$ cat src/rtl/bus_arbiter.sv
// bus_arbiter: fair coherence-request arbiter in front of the MESI bus controller.
// Winner = starving requester if any, else highest request class; ties broken
// round-robin from rr_ptr. Grant is held until accepted, then tracked to completion.
module bus_arbiter #(
   parameter int CACHES       = 4,
   parameter int STARVE_LIMIT = 3
) (
   input  logic                      CLK,
   input  logic                      RST,
   input  logic [CACHES-1:0]         dREN,
   input  logic [CACHES-1:0]         dWEN,
   input  logic [CACHES-1:0]         ccwrite,
   input  logic                      bus_accept,
   input  logic                      bus_done,
   output logic                      grant_valid,
   output logic [$clog2(CACHES)-1:0] grant_id,
   output logic [CACHES-1:0]         grant_onehot,
   output logic [1:0]                grant_type,
   output logic                      busy
);

   localparam int IW = $clog2(CACHES);
   localparam int CW = $clog2(STARVE_LIMIT + 1);
   localparam logic [CW-1:0] LIMIT = CW'(STARVE_LIMIT);

   typedef enum logic [1:0] {
      S_IDLE  = 2'd0,
      S_GRANT = 2'd1,
      S_BUSY  = 2'd2
   } state_t;

   state_t            state_q, state_d;
   logic [IW-1:0]     rr_ptr_q, rr_ptr_d;
   logic [IW-1:0]     grant_id_q, grant_id_d;
   logic [1:0]        grant_type_q, grant_type_d;
   logic [CACHES-1:0] grant_onehot_q, grant_onehot_d;
   logic [CW-1:0]     cnt_q [CACHES];
   logic [CW-1:0]     cnt_d [CACHES];

   logic [CACHES-1:0] pend;
   logic [1:0]        typ [CACHES];
   logic              any_pend;
   logic [1:0]        top_cls;
   logic              found_s, found_c;
   logic [IW-1:0]     starve_id, class_id, win_id;
   logic [1:0]        win_type;

   // Classify each cache's request: EVICT > READ_X > READ > INV.
   always_comb begin
      pend     = '0;
      any_pend = 1'b0;
      top_cls  = 2'b00;
      for (int i = 0; i < CACHES; i++) begin
         pend[i] = dWEN[i] | dREN[i] | ccwrite[i];
         if (dWEN[i])                      typ[i] = 2'b11;
         else if (dREN[i] && ccwrite[i])   typ[i] = 2'b10;
         else if (dREN[i])                 typ[i] = 2'b01;
         else                              typ[i] = 2'b00;
         if (pend[i]) begin
            any_pend = 1'b1;
            if (typ[i] > top_cls) top_cls = typ[i];
         end
      end
   end

   // Scan from rr_ptr: first starving cache wins, else first of the top class.
   always_comb begin
      found_s   = 1'b0;
      found_c   = 1'b0;
      starve_id = '0;
      class_id  = '0;
      for (int k = 0; k < CACHES; k++) begin
         int            sum;
         logic [IW-1:0] idx;
         sum = int'(rr_ptr_q) + k;
         if (sum >= CACHES) sum = sum - CACHES;
         idx = IW'(sum);
         if (!found_s && pend[idx] && (cnt_q[idx] == LIMIT)) begin
            found_s   = 1'b1;
            starve_id = idx;
         end
         if (!found_c && pend[idx] && (typ[idx] == top_cls)) begin
            found_c  = 1'b1;
            class_id = idx;
         end
      end
      win_id   = found_s ? starve_id : class_id;
      win_type = typ[win_id];
   end

   // Next-state, grant latching, round-robin and aging counter updates.
   always_comb begin
      state_d        = state_q;
      rr_ptr_d       = rr_ptr_q;
      grant_id_d     = grant_id_q;
      grant_type_d   = grant_type_q;
      grant_onehot_d = grant_onehot_q;
      cnt_d          = cnt_q;
      unique case (state_q)
         S_IDLE: begin
            if (any_pend) begin
               state_d        = S_GRANT;
               grant_id_d     = win_id;
               grant_type_d   = win_type;
               grant_onehot_d = CACHES'(1) << win_id;
            end
         end
         S_GRANT: begin
            // Accept beats a simultaneous withdrawal.
            if (bus_accept) begin
               state_d = S_BUSY;
            end else if (!pend[grant_id_q]) begin
               state_d        = S_IDLE;
               grant_id_d     = '0;
               grant_type_d   = '0;
               grant_onehot_d = '0;
            end
         end
         S_BUSY: begin
            if (bus_done) begin
               state_d        = S_IDLE;
               grant_onehot_d = '0;
               rr_ptr_d       = (int'(grant_id_q) == CACHES - 1) ? '0 : grant_id_q + 1'b1;
               for (int i = 0; i < CACHES; i++) begin
                  if (IW'(i) == grant_id_q)  cnt_d[i] = '0;
                  else if (pend[i])          cnt_d[i] = (cnt_q[i] == LIMIT) ? LIMIT : cnt_q[i] + 1'b1;
                  else                       cnt_d[i] = '0;
               end
            end
         end
         default: state_d = S_IDLE;
      endcase
   end

   // State and grant registers with synchronous reset.
   always_ff @(posedge CLK) begin
      if (RST) begin
         state_q        <= S_IDLE;
         rr_ptr_q       <= '0;
         grant_id_q     <= '0;
         grant_type_q   <= '0;
         grant_onehot_q <= '0;
         for (int i = 0; i < CACHES; i++) cnt_q[i] <= '0;
      end else begin
         state_q        <= state_d;
         rr_ptr_q       <= rr_ptr_d;
         grant_id_q     <= grant_id_d;
         grant_type_q   <= grant_type_d;
         grant_onehot_q <= grant_onehot_d;
         cnt_q          <= cnt_d;
      end
   end

   assign grant_valid  = (state_q == S_GRANT);
   assign busy         = (state_q == S_BUSY);
   assign grant_id     = grant_id_q;
   assign grant_type   = grant_type_q;
   assign grant_onehot = grant_onehot_q;

endmodule

$ cat config.mk
export PLATFORM = sky130hd
export DESIGN_NAME = bus_arbiter
export DESIGN_NICKNAME = d
export VERILOG_FILES = /design/src/rtl/bus_arbiter.sv
export SDC_FILE = /design/constraint.sdc
export NUM_CORES = 1
export LEC_CHECK = 0
export BUFFER_PORTS_ARGS = -buffer_cell sky130_fd_sc_hd__buf_2
export CAP_MARGIN = 10
export CORE_ASPECT_RATIO = 0.7
export CORE_MARGIN = 2
export CORE_UTILIZATION = 50
export CTS_CLUSTER_DIAMETER = 30
export DETAILED_ROUTE_END_ITERATION = 10
export HOLD_SLACK_MARGIN = 0.15
export PLACE_DENSITY = 0.82
export SLEW_MARGIN = 30
export SYNTH_ARGS = -nofsm -noshare
export SYNTH_HDL_FRONTEND = slang
export SYNTH_SLANG_ARGS = --single-unit
$ cat constraint.sdc
create_clock -name CLK -period 4.8 [get_ports CLK]
set_clock_uncertainty 0.05 [all_clocks]
set_input_delay 0.72 -clock CLK [delete_from_list [all_inputs] [get_ports CLK]]
set_output_delay 0.72 -clock CLK [all_outputs]
set_load 0.005 [all_outputs]
# Word-level counts from Yosys, hierarchy flattened
# Cells that the tools add are included.
# word_totals
ff_bits	20
in_bits	16
out_inout_bits	10
# op_classes
bitwise_logic	13
n_mux	109
n_reduce_logical	32
order_cmp	18
add_sub_neg	12
shifts	1
eq_ne	23
# op_table
operator	n
$mux W2	67
$bmux W2 S2	9
$ge A3 B3 Y1 const B	8
$mux W1	20
$eq A2 B2 Y1 const B	9
$logic_and A1 B1 Y1	18
$mux W4	4
$lt A2 B3 Y1 const B	5
$not A2 Y3	5
$pmux W4 S3	1
$add A2 B1 Y2 const B	5
$bmux W1 S2	5
$eq A2 B2 Y1	4
$ne A2 B2 Y1 const B	4
$or A1 B1 Y1	8
$pmux W2 S2	2
$sub A2 B1 Y2 const B	4
$add A2 B2 Y3 const B	2
$gt A2 B2 Y1	3
$logic_not A1 Y1	6
$pmux W2 S3	1
$reduce_and A5 Y1	1
$eq A2 B1 Y1 const B	2
$eq A2 B2 Y1 const A	2
12 further kinds	13

# Longest topological paths before layout
# depth
depth_word	37
depth_mapped	23
ltp_nobuf	21

# Least setup slack after synthesis
# Ideal clock, no wire load.
# synth_timing
path_type	input to register
start	in ccwrite[0]
end	reg grant_onehot_q[2] (netlist: grant_onehot[2])
setup_time_ns	0.071
arrival_ns	4.870
path_stages	21
t_required_ns	4.679
path_buffers	1
path_slack_ns	-0.190
cell_sequence	a21oi_1 -> ha_1 -> o22ai_1 -> a21oi_1 -> ha_1 -> nand2_1 -> o21ai_0 -> nor2_1 -> o21a_1 -> ha_1 -> nand2_1 -> o211ai_2 -> mux2_1 -> o21ai_2 -> xor2_1 -> a2111oi_2 -> a2111oi_2 -> or3_1 -> buf_2 -> or4_1 -> a21oi_1
# synth_via
elab_chain_cells	34
# synth_lines
element	line	text
from (decl)	12	input logic [CACHES-1:0] ccwrite,
$logic_and A1 B1 Y1	56	else if (dREN[i] && ccwrite[i]) typ[i] = 2'b10;
$mux W2	56	
$mux W2	55	if (dWEN[i]) typ[i] = 2'b11;
$gt A2 B1 Y1	61	if (typ[i] > top_cls) top_cls = typ[i];
$mux W2	61	
$mux W2	59	if (pend[i]) begin
$gt A2 B2 Y1	61	
$mux W2	61	
[... 17 more ...]	--	
$mux W1	82	if (!found_c && pend[idx] && (typ[idx] == top_cls)) begin
$logic_not A1 Y1	82	
$logic_and A1 B1 Y1 (2 in a row)	82	
$mux W2	82	
$mux W2	87	win_id = found_s ? starve_id : class_id;
$shl A1 B2 Y4	105	grant_onehot_d = CACHES'(1) << win_id;
$mux W4	101	if (any_pend) begin
$pmux W4 S3	99	unique case (state_q)
to (signal assigned)	149	grant_onehot_q <= grant_onehot_d;
to (decl)	36	logic [CACHES-1:0] grant_onehot_q, grant_onehot_d;
# Parallel ways exist; a longest one is shown, timed or not. The select of a mux whose other input is x is not followed.
# A chain may end at the register's enable or synchronous reset.

# Final worst setup path
# layout_timing
start	in dREN[0]
end	reg grant_onehot_q[2] (netlist: grant_onehot[2])
# layout_via
elab_chain_cells	34
# layout_lines
element	line	text
from (decl)	10	input logic [CACHES-1:0] dREN,
$mux W1 or $logic_and A1 B1 Y1 (tied branches)	57, 56	
$mux W2	56	
$mux W2	55	
$gt A2 B1 Y1	61	
$mux W2	61	
$mux W2	59	
$gt A2 B2 Y1	61	
$mux W2	61	
[... 17 more ...]	--	
$mux W1	82	
$logic_not A1 Y1	82	
$logic_and A1 B1 Y1 (2 in a row)	82	
$mux W2	82	
$mux W2	87	
$shl A1 B2 Y4	105	
$mux W4	101	
$pmux W4 S3	99	
# Parallel ways exist; a longest one is shown, timed or not. The select of a mux whose other input is x is not followed.

==> run summary <==
The run gives 25.7% as the global-route usage over all layers. The tools report the source of the worst hold timing path as grant_onehot[1]$_SDFFE_PP0P_. Vias after detailed routing: 2,449. The stage delay of the slowest cell on the critical path was 0.52 ns; the critical path buffer and inverter count was 4. The type of the setup path with the least slack was primary input to register. The design draws 720 uW. Counting flops and latches in the post-synthesis netlist gives 20. Counting distinct cell types in the post-synthesis netlist gives 56.

The layout filler cell count came out at 291. In this run the static leakage power is 1.20 nW. VDD sags by at most 0.000260 V. The path with the worst hold slack has its endpoint at grant_onehot[1]$_SDFFE_PP0P_. In this run the standard cell core region covers 4040 um^2.

Power spread over the standard cell area amounts to 253 nW/um^2. The number of hold buffers added after CTS was 0. The average wire length per cell after detail routing was 18.4 um; the final critical path time including I/O delays and setup was 4.80 ns. The tools report the number of buffers between clock root and the deepest sink as 2. After global routing the overflow that remains totals 0. STA classifies the critical path endpoint as a register. The die span in x works out to 82.7 um. The logs give 369 for the initial detailed-routing violation count and 0.27 ns for the clock latency reported for the late side of the worst-skew pair. The synthesized-area fraction occupied by and/or/nand/nor cells was 24.5%; the share of the synthesized area in the top cell type was 18.5%. The fraction of final layout cells with drive strength greater than 1 is 32.8%, and the pin count of the biggest net entering global routing is 30. The worst hold path cell count came out at 2. Cell area after placement: 2570 um^2. The post-detailed-route DRC marker count is 0, and the number of cell rows is 19.

The most prevalent standard cell on the critical path was buf_4. The period utilization was 100%. The storage element area came out at 402 um^2. The tools report the I/O pin total as 26. In this run the vertical extent of the chip is 59.1 um. Maximum achievable frequency: 208 MHz. The worst-path cell with the longest stage delay is or4_4.

The flow ran to the end, and the final reports show no timing, DRC or antenna violations. For the initial core utilization, the log shows 53.7%. The run gives 0 as the final-report hold violation count. After Yosys synthesis, XOR and XNOR cells account for 3.23% of the synthesized area. For the pin with the worst max-slew slack, the measured transition is 0.985 ns.

The max-cap violation count came out at 0. After clock tree synthesis, the clock-pin slew on the worst setup and hold paths is 0.07 ns. For the count of yosys warnings during synthesis, the log shows 0.

Once placement completed, the tool counted placed cells totaling 375. The proportion of synthesized flip-flops having asynchronous set or reset is 0%. The HPWL after detailed placement is 4360 um. The type of the most critical hold path was register to register.

Summing all non-filler instances in the final layout gives an area of 2850 um^2. The run gives 365 as the final-stage net count. The run gives 315 as the net count after synthesis. Summing the areas of all compound-gate instances in the mapped netlist gives 26.1% of the synthesized area.

Clock tree synthesis selected as its root buffer the cell clkbuf_8. Relative to the synthesized area, the layout overhead comes to 31.5%. The number of global-route vias before repair came out at 2,056. The initial antenna violation count is 0, and the number of buffer cells added on primary ports is 25.

The tools report the area taken by multi-input logic gates as 1850 um^2. Setup repair after global routing could not meet its margin everywhere. Summed over all instances, the cell type with the most area after synthesis is dfxtp_1. Register area share after synthesis: 18.5%. The library cell used most frequently in the layout, excluding fill and tap cells, is buf_4. Of the post-synthesis cell area, the part taken by muxes is 11.8%. The highest fanout seen on the critical path is 4. 0 antenna diodes ended up in the layout.

The synthesized design contains 0 enable-type register cells. Adding up every negative setup slack in the final design gives 0 ns. The setup-violating endpoint count in the final report is 0. Cells fill 70.6% of the core in the end. Measured against its own limit, the worst slew margin works out to 34.2%. The first global-routing pass estimated 9670 um of wire. At the worst endpoint, the required time is 4.95 ns. Synthesis produced a netlist whose cell count is 283. TritonCTS built the clock tree. TritonCTS created 3 clock buffers. In the synthesized netlist the dominant register cell turns out to be dfxtp_1. Using the TritonRoute via totals, the vias-per-cell ratio works out to 6.38. STA puts the critical path data arrival time at 4.95 ns.

By area the synthesized netlist is led by dfxtp_1 18%, ha_1 9.2%, mux2i_1 9.2%. The tools report the type of origin of the critical path as a primary input. The pre-antenna-repair detailed-routing pass consisted of 5 iterations.

The tools report the TritonCTS sink count as 20. By area, the combinational part of the netlist is dominated by compound AO/OA/AOI/OAI gates. Reg-to-reg critical path startpoint: rr_ptr_q[1]$_SDFFE_PP0P_. The critical path goes through buf_2 > a21oi_4 > buf_4 > buf_4 > mux2i_4 > inv_2 > ha_4 > nor2b_4 > o21ai_2 > nor2_1 > o21a_1 > ha_1 > nand2_1 > o211ai_2 > mux2_4 > o21ai_4 > xor2_2 > o211ai_1 > a2111oi_4 > or3_1 > or4_4 > a21oi_2. Leaving out fill and tap cells, the most frequent cells in the layout are 31 x buf_4, 28 x nor2_1, 25 x nand2_1, 22 x buf_2, 21 x a21oi_1. For the routability congestion estimate from global placement, the log shows 0.884. The tools report the synthesized cell area as 2170 um^2. The tools report the final number of max-transition violations as 0. The detail route stage leaves a number of antenna-violating nets equal to 0. In this run the register-to-register setup slack is 0.82 ns.

The post-synthesis adder-cell area fraction was 9.23%; the post-layout instance count excluding filler cells was 384. The number of cells on the worst reg-to-reg path is 10. Summed over all layers, the routed wires come to 7080 um.

The full die area is 4890 um^2. The worst register-to-register path ends at grant_onehot[1]$_SDFFE_PP0P_. In this run the mean area of a mapped cell was 7.66 um^2. The kind of cell with the highest combined delay along the critical path is compound AO/OA/AOI/OAI gates.

The depth of the CTS H-tree is 1.
[power breakdown]
part | internal, mW | switching [mW] | total, mW
Clock | 0.0732 | 0.0611 | 0.134
Sequential | 0.184 | 0.0192 | 0.203
Combinational | 0.179 | 0.204 | 0.383
[cells by family (layout without fill, tap and decap cells)]
| group | after synthesis | in the layout |
|---|---|---|
| and+or+nand+nor | 101 | 101 |
| buffers and inverters | 35 | 84 |
| AOI/OAI and AO/OA | 80 | 80 |
| DFF | 20 | 20 |
| adders and majority gates | 16 | 16 |
| xor gates and xnor gates | 8 | 8 |
| muxes | 23 | 23 |
[layout make-up]
cell class              count  area share [%]
well taps                  52            2.28
multi-input cells         228            64.9
flip-flops and latches     20            14.1
inverters                  23            3.03
clock buffers               4            1.93
repair buffers             57            13.7
[per-layer routing]
layer	routed length (um)	vias up	GRT usage, %
li1	-	1138	-
met1	3180	1157	38.0
met2	3220	124	38.4
met3	492	30	5.34
met4	182	0	5.62
met5	0	-	0
[worst max path at each step]
| stage | startpoint | slack (ns) | cells after the start | to |
|---|---|---|---|---|
| after detailed placement | ccwrite[1] | -0.23 | 22 | grant_onehot[2]$_SDFFE_PP0P_ |
| final | dREN[0] | 0.002 | 22 | grant_onehot[2]$_SDFFE_PP0P_ |
| after global placement | ccwrite[1] | -0.14 | 20 | grant_onehot[2]$_SDFFE_PP0P_ |
| after global routing | dREN[0] | -0.10 | 22 | grant_onehot[2]$_SDFFE_PP0P_ |
| after CTS | ccwrite[1] | 0.02 | 22 | grant_onehot[2]$_SDFFE_PP0P_ |
| after floorplan | ccwrite[0] | 0.01 | 21 | grant_onehot[2]$_SDFFE_PP0P_ |
[through the flow]
stage / hold slack (ns) / worst slack, ns
final: 0.412 / 0.00186
after detailed placement: 0.396 / -0.235
after floorplan: 0.398 / 0.0147
after CTS: 0.413 / 0.0238
after global placement: 0.386 / -0.136
after global routing: 0.428 / -0.100
[sequential cells by signal (all words and copies together), names as in the netlist]
name          flops
grant_id          2
state_q           2
cnt_q             8
grant_type        2
rr_ptr_q          2
grant_onehot      4
[worst reg2reg max path: cells and delay by family, from the launching register on]
| family | cells | cell delay (ns) |
|---|---|---|
| and+or+nand+nor | 3 | 1.05 |
| DFF | 1 | 0.98 |
| buffers and inverters | 1 | 0.31 |
| muxes | 1 | 0.54 |
| AOI/OAI and AO/OA | 5 | 0.99 |
[synth_stat cells, types with 3 or more instances]
cell        n
nand2_1    26
nor2_1     29
o211ai_1    7
ha_1       16
a21oi_1    25
nor3_1     11
inv_1      22
xor2_1      5
a21o_1      3
clkbuf_1    4
xnor2_1     3
nor2b_1     5
buf_1       3
dfxtp_1    20
mux2i_1    20
buf_2       4
o21ai_0     9
o31ai_1     5
nand3_1     7
o2111ai_1   5
a2111oi_0   4
nor3_2      4
or4_1       3
[repair_timing]
action / CTS / global route
endpoints found under the hold margin: 0 / 0
buffers inserted: 0 / 5
endpoints found under the setup margin: 0 / 8
gates resized for setup: 0 / 37
Note: power is estimated with default switching activity, not from simulation.
